[src/rtl/async_fifo_pkg.sv]
// Shared defaults and pointer-encoding helper for the Gray-pointer FIFO.
package async_fifo_pkg;

    localparam int DEF_DATA_WIDTH  = 8;
    localparam int DEF_DEPTH       = 8;
    localparam int DEF_SYNC_STAGES = 2;

    // Widest pointer the helper handles; callers zero-extend in and cast the result back down.
    localparam int GRAY_MAX_W = 32;

    function automatic logic [GRAY_MAX_W-1:0] bin2gray(input logic [GRAY_MAX_W-1:0] bin);
        return bin ^ (bin >> 1);
    endfunction

endpackage

[src/rtl/fifo_ptr_sync.sv]
// Multi-flop synchroniser chain for a Gray-coded pointer; clears to zero on reset.
module fifo_ptr_sync #(
    parameter int WIDTH  = 4,
    parameter int STAGES = 2
) (
    input  logic             clk_sys,
    input  logic             rst_b,
    input  logic [WIDTH-1:0] d,
    output logic [WIDTH-1:0] q
);

    logic [WIDTH-1:0] chain_q [STAGES];
    logic [WIDTH-1:0] chain_d [STAGES];

    always_comb begin
        chain_d[0] = d;
        for (int i = 1; i < STAGES; i++) begin
            chain_d[i] = chain_q[i-1];
        end
    end

    always_ff @(posedge clk_sys) begin
        if (!rst_b) begin
            chain_q <= '{default: '0};
        end else begin
            chain_q <= chain_d;
        end
    end

    assign q = chain_q[STAGES-1];

endmodule

[src/rtl/async_fifo.sv]
// Circular-buffer FIFO with Gray pointers crossing through synchronisers; flags are conservative.
module async_fifo
    import async_fifo_pkg::*;
#(
    parameter int DATA_WIDTH  = DEF_DATA_WIDTH,
    parameter int DEPTH       = DEF_DEPTH,
    parameter int ADDR_WIDTH  = $clog2(DEPTH),
    parameter int SYNC_STAGES = DEF_SYNC_STAGES
) (
    input  logic                  CLK,
    input  logic                  RST,
    input  logic                  W_INC,
    input  logic [DATA_WIDTH-1:0] WR_DATA,
    output logic                  FULL,
    input  logic                  R_INC,
    output logic [DATA_WIDTH-1:0] RD_DATA,
    output logic                  EMPTY
);

    localparam int PW = ADDR_WIDTH + 1;

    logic [DATA_WIDTH-1:0] mem_q [DEPTH];

    logic [PW-1:0] wbin_q, wbin_d, wgray_q, wgray_d;
    logic [PW-1:0] rbin_q, rbin_d, rgray_q, rgray_d;
    logic [PW-1:0] wq_rgray, rq_wgray, full_cmp;
    logic          full_q, full_d, empty_q, empty_d;
    logic          push, pop;

    // Write side: pointer advance and FULL against the synchronised read pointer.
    always_comb begin
        push     = W_INC & ~full_q;
        wbin_d   = wbin_q + PW'(push);
        wgray_d  = PW'(bin2gray(GRAY_MAX_W'(wbin_d)));
        full_cmp = {~rq_wgray[PW-1:PW-2], rq_wgray[PW-3:0]};
        full_d   = (wgray_d == full_cmp);
    end

    always_comb begin
        pop     = R_INC & ~empty_q;
        rbin_d  = rbin_q + PW'(pop);
        rgray_d = PW'(bin2gray(GRAY_MAX_W'(rbin_d)));
        empty_d = (rgray_d == wq_rgray);
    end

    always_ff @(posedge CLK) begin
        if (!RST) begin
            wbin_q  <= '0;
            wgray_q <= '0;
            full_q  <= 1'b0;
        end else begin
            wbin_q  <= wbin_d;
            wgray_q <= wgray_d;
            full_q  <= full_d;
        end
    end

    always_ff @(posedge CLK) begin
        if (!RST) begin
            rbin_q  <= '0;
            rgray_q <= '0;
            empty_q <= 1'b1;
        end else begin
            rbin_q  <= rbin_d;
            rgray_q <= rgray_d;
            empty_q <= empty_d;
        end
    end

    // Storage is deliberately not reset; a push during reset is dropped.
    always_ff @(posedge CLK) begin
        if (push && RST) begin
            mem_q[wbin_q[ADDR_WIDTH-1:0]] <= WR_DATA;
        end
    end

    fifo_ptr_sync #(
        .WIDTH  (PW),
        .STAGES (SYNC_STAGES)
    ) u_sync_w2r (
        .clk_sys (CLK),
        .rst_b   (RST),
        .d       (wgray_q),
        .q       (wq_rgray)
    );

    fifo_ptr_sync #(
        .WIDTH  (PW),
        .STAGES (SYNC_STAGES)
    ) u_sync_r2w (
        .clk_sys (CLK),
        .rst_b   (RST),
        .d       (rgray_q),
        .q       (rq_wgray)
    );

    assign RD_DATA = mem_q[rbin_q[ADDR_WIDTH-1:0]];
    assign FULL    = full_q;
    assign EMPTY   = empty_q;

endmodule

[config.mk]
export PLATFORM = sky130hd
export DESIGN_NAME = async_fifo
export DESIGN_NICKNAME = d
export VERILOG_FILES = /design/src/rtl/async_fifo_pkg.sv /design/src/rtl/fifo_ptr_sync.sv /design/src/rtl/async_fifo.sv
export SDC_FILE = /design/constraint.sdc
export NUM_CORES = 1
export LEC_CHECK = 0
export CORE_MARGIN = 2
export CORE_UTILIZATION = 45
export DETAILED_ROUTE_END_ITERATION = 8
export GPL_ROUTABILITY_DRIVEN = 0
export PLACE_DENSITY = 0.63
export SYNTH_ARGS = -nofsm -noshare
export SYNTH_HDL_FRONTEND = slang
export SYNTH_SLANG_ARGS = --single-unit
export TNS_END_PERCENT = 50
[constraint.sdc]
create_clock -name CLK -period 2.75 [get_ports CLK]
set_clock_uncertainty 0.1 [all_clocks]
set_input_delay 0.55 -clock CLK [delete_from_list [all_inputs] [get_ports CLK]]
set_output_delay 0.55 -clock CLK [all_outputs]
set_load 0.01 [all_outputs]
==> flow_summary.toml <==
[finish]
final-instance-count-excl-fill = 357
share_of_post_route_cells_with_drive_strength_above_1 = 0.175
fillerInstances = 669
final_common_cell = "edfxtp_1"
most_used_cells_in_the_layout_excluding_fill_and_tap_cells = "64 x edfxtp_1, 31 x dfxtp_1, 28 x and2_1"
nets = 263
final_core_utilization = 0.538
ant_diodes = 0
area_growth_syn_to_layout_pct = 16.4

[power_and_ir_drop]
power.leakage_nw = 1.59
ir_worst_vdd_v = 0.000302
power_mw = 2.62
p_per_cell_area_nw_per_um2 = 595

[global_routing]
gr-total-overflow = 0
antenna_found_initial = 0
wire_length_of_the_first_global_routing_pass_mm = 9.54
grt_pass1_vias = 1817
track_usage = 0.150
grt_max_degree = 33

[drt]
detail_route.iter0.violations = 82
route.final.wire_length_mm = 6.00
post-route-drc-count = 0
drt-vias-per-instance = 4.97
postRouteAntennaNets = 0
drtPass1Iterations = 4
vias = 1774
wire_per_inst_um = 16.8

[clock_tree]
cts_root_buf = "clkbuf_8"
cts.htree.levels = 3
clk_latency_ns = 0.35
clk_transition_reported_paths_ns = 0.09
cts.sink_count = 96
cts-buffers-inserted = 9
cts.repair_timing.setup_buffer_count = 0
ctsLongestPathBuffers = 2
tritoncts = "built"
holdBufCountCts = 0

[sta]
maxClockFrequency_ghz = 0.373
holdWs_ns = 0.333
period_needed_ns = 2.68
worst-slew-pin-transition_ns = 0.344
number_of_setup_violations_in_the_final_report = 0
rsz0062_at_grt = "yes"
worst_slack_ns = 0.0663
worst_slew_margin_rel = 0.769
hold_violations = 0
final_min_period_over_clock_period = 0.976
report.final.slew_viol_count = 0

[setup_path]
crit-reg2reg-launch = "FULL$_SDFF_PN0_"
critical_path.reg2reg.endpoint = "FULL$_SDFF_PN0_"
setup.worst_path.end = "RD_DATA[3]"
arrival_ns = 2.03
timing.setup.critical_path_class = "register to output port"
worst_ep_required_time_ns = 2.10
timing.critical_path.from = "rbin_q[0]$_SDFF_PN0_"
number_of_cells_on_the_worst_reg_to_reg_path = 6
critical_path.endpoint_type = "output port"
timing.critical_path.fanout_max = 8
worst_setup_path_start_kind = "register"
rrSetupSlack_ns = 0.78

[floorplanning]
placeableCoreArea_um2 = 8180
fp.dieArea_um2 = 9150
floorplan.die.height_um = 95.7
initial_standard_cell_utilization_of_the_core = 0.463
floorplan.io_pins = 22
num_rows = 33
die_width_um = 95.7

[synth]
synth.ff_latch_count = 96
post_synth_inst_count = 208
asyncSetResetFlopFracSynth = 0
synth_enable_flop_cells = 64
postSynthNetCount = 224
synth_flop_cell = "edfxtp_1"
synth_area_per_cell_um2 = 18.2
synth_area_um2 = 3780
ys_warn_count = 0
synth.distinct_cells = 27
synth.yosys.seq_area_share = 0.677

[placed_design]
pre_cts_ws_ns = 0.107
place.port_buffers = 21
dp.final_hpwl_mm = 3.77
dpl.cell_count = 340

[flow_run]
drv_cap = 0

[outcome]
run_status = "completed"

[min_path]
class_of_the_worst_hold_path = "register to register"
==> power by group <==
part / internal (mW) / leakage, nW / switching (mW)
logic: 0.111 / 0.652 / 0.0796
registers: 1.57 / 0.838 / 0.0131
clock network: 0.388 / 0.0968 / 0.463
total: 2.06 / 1.59 / 0.556
==> cell type report <==
| type | instances | area, µm² | share of cell area |
|---|---|---|---|
| clock inverter | 4 | 26.3 | 0.00597 |
| tap | 105 | 131 | 0.0298 |
| clock buffer | 12 | 156 | 0.0355 |
| timing repair buffer | 38 | 375 | 0.0853 |
| multi-input combinational | 102 | 1150 | 0.260 |
| sequential | 96 | 2570 | 0.583 |
==> through the flow <==
step,cell area (µm²),setup TNS (ns)
after floorplan,3780,0
after global placement,4200,0
after detailed placement,4200,0
after CTS,4400,0
after global routing,4400,-0.00977
final,4400,0
==> logic make-up after synthesis <==
group                    share of synthesized area
flip-flops                                   0.677
AND/OR/NAND/NOR                             0.0777
multiplexers                                 0.135
XOR/XNOR                                    0.0708
buffers and inverters                       0.0175
adder cells (fa/ha/maj)                     0.0132
AO/OA/AOI/OAI                              0.00827
==> worst max-delay path, stage by stage, from the launching register on <==
cell	delay, ns
dfxtp_4	0.41
buf_12	0.15
mux4_1	0.55
mux2_2	0.28
dlygate4sd2_1	0.29
==> registers in the layout, summed over array words and instances, names as in the netlist <==
register            flops
EMPTY                   1
FULL                    1
mem_q                  64
rbin_q                  4
rgray_q                 3
u_sync_r2w.chain_d      4
u_sync_r2w.q            4
u_sync_w2r.chain_d      4
u_sync_w2r.q            4
wbin_q                  4
wgray_q                 3
==> what timing repair did <==
| item | CTS | global route |
|---|---|---|
| resized for setup | 12 | 3 |
| endpoints found under the setup margin | 8 | 3 |
| gates cloned | 1 | 0 |
==> routing by layer <==
layer / vias to the layer above / share of wire / GRT usage
li1: 863 / - / -
met3: 11 / 0.027 / 0.0308
met4: 0 / 0.021 / 0.0750
met1: 870 / 0.48 / 0.203
met5: - / 0 / 0
met2: 30 / 0.47 / 0.230
==> cells in the mapped netlist, drive strengths merged (4+ instances only) <==
master,instances,area (µm²)
buf,6,51.3
and2,28,175
xor2,5,43.8
clkbuf,4,15.0
nor2,7,26.3
xnor3,4,90.1
xnor2,9,86.3
mux4,16,420
ha,4,50.1
dfxtp,32,641
mux2,8,90.1
edfxtp,64,1920
==> worst min-delay path by stage <==
stage,from,end,slack (ns),depth (start not counted)
after floorplan,rgray_q[0]$_SDFF_PN0_,u_sync_r2w.chain_d[0]$_SDFF_PN0_,0.31,1
after detailed placement,wgray_q[0]$_SDFF_PN0_,u_sync_w2r.chain_d[0]$_SDFF_PN0_,0.32,1
final,wgray_q[1]$_SDFF_PN0_,u_sync_w2r.chain_d[1]$_SDFF_PN0_,0.33,1
after global placement,u_sync_w2r.chain_d[1]$_SDFF_PN0_,u_sync_w2r.q[1]$_SDFF_PN0_,0.31,1
after global routing,u_sync_w2r.chain_d[0]$_SDFF_PN0_,u_sync_w2r.q[0]$_SDFF_PN0_,0.35,1
after CTS,wgray_q[1]$_SDFF_PN0_,u_sync_w2r.chain_d[1]$_SDFF_PN0_,0.34,1
Note: power is estimated with default switching activity, not from simulation.
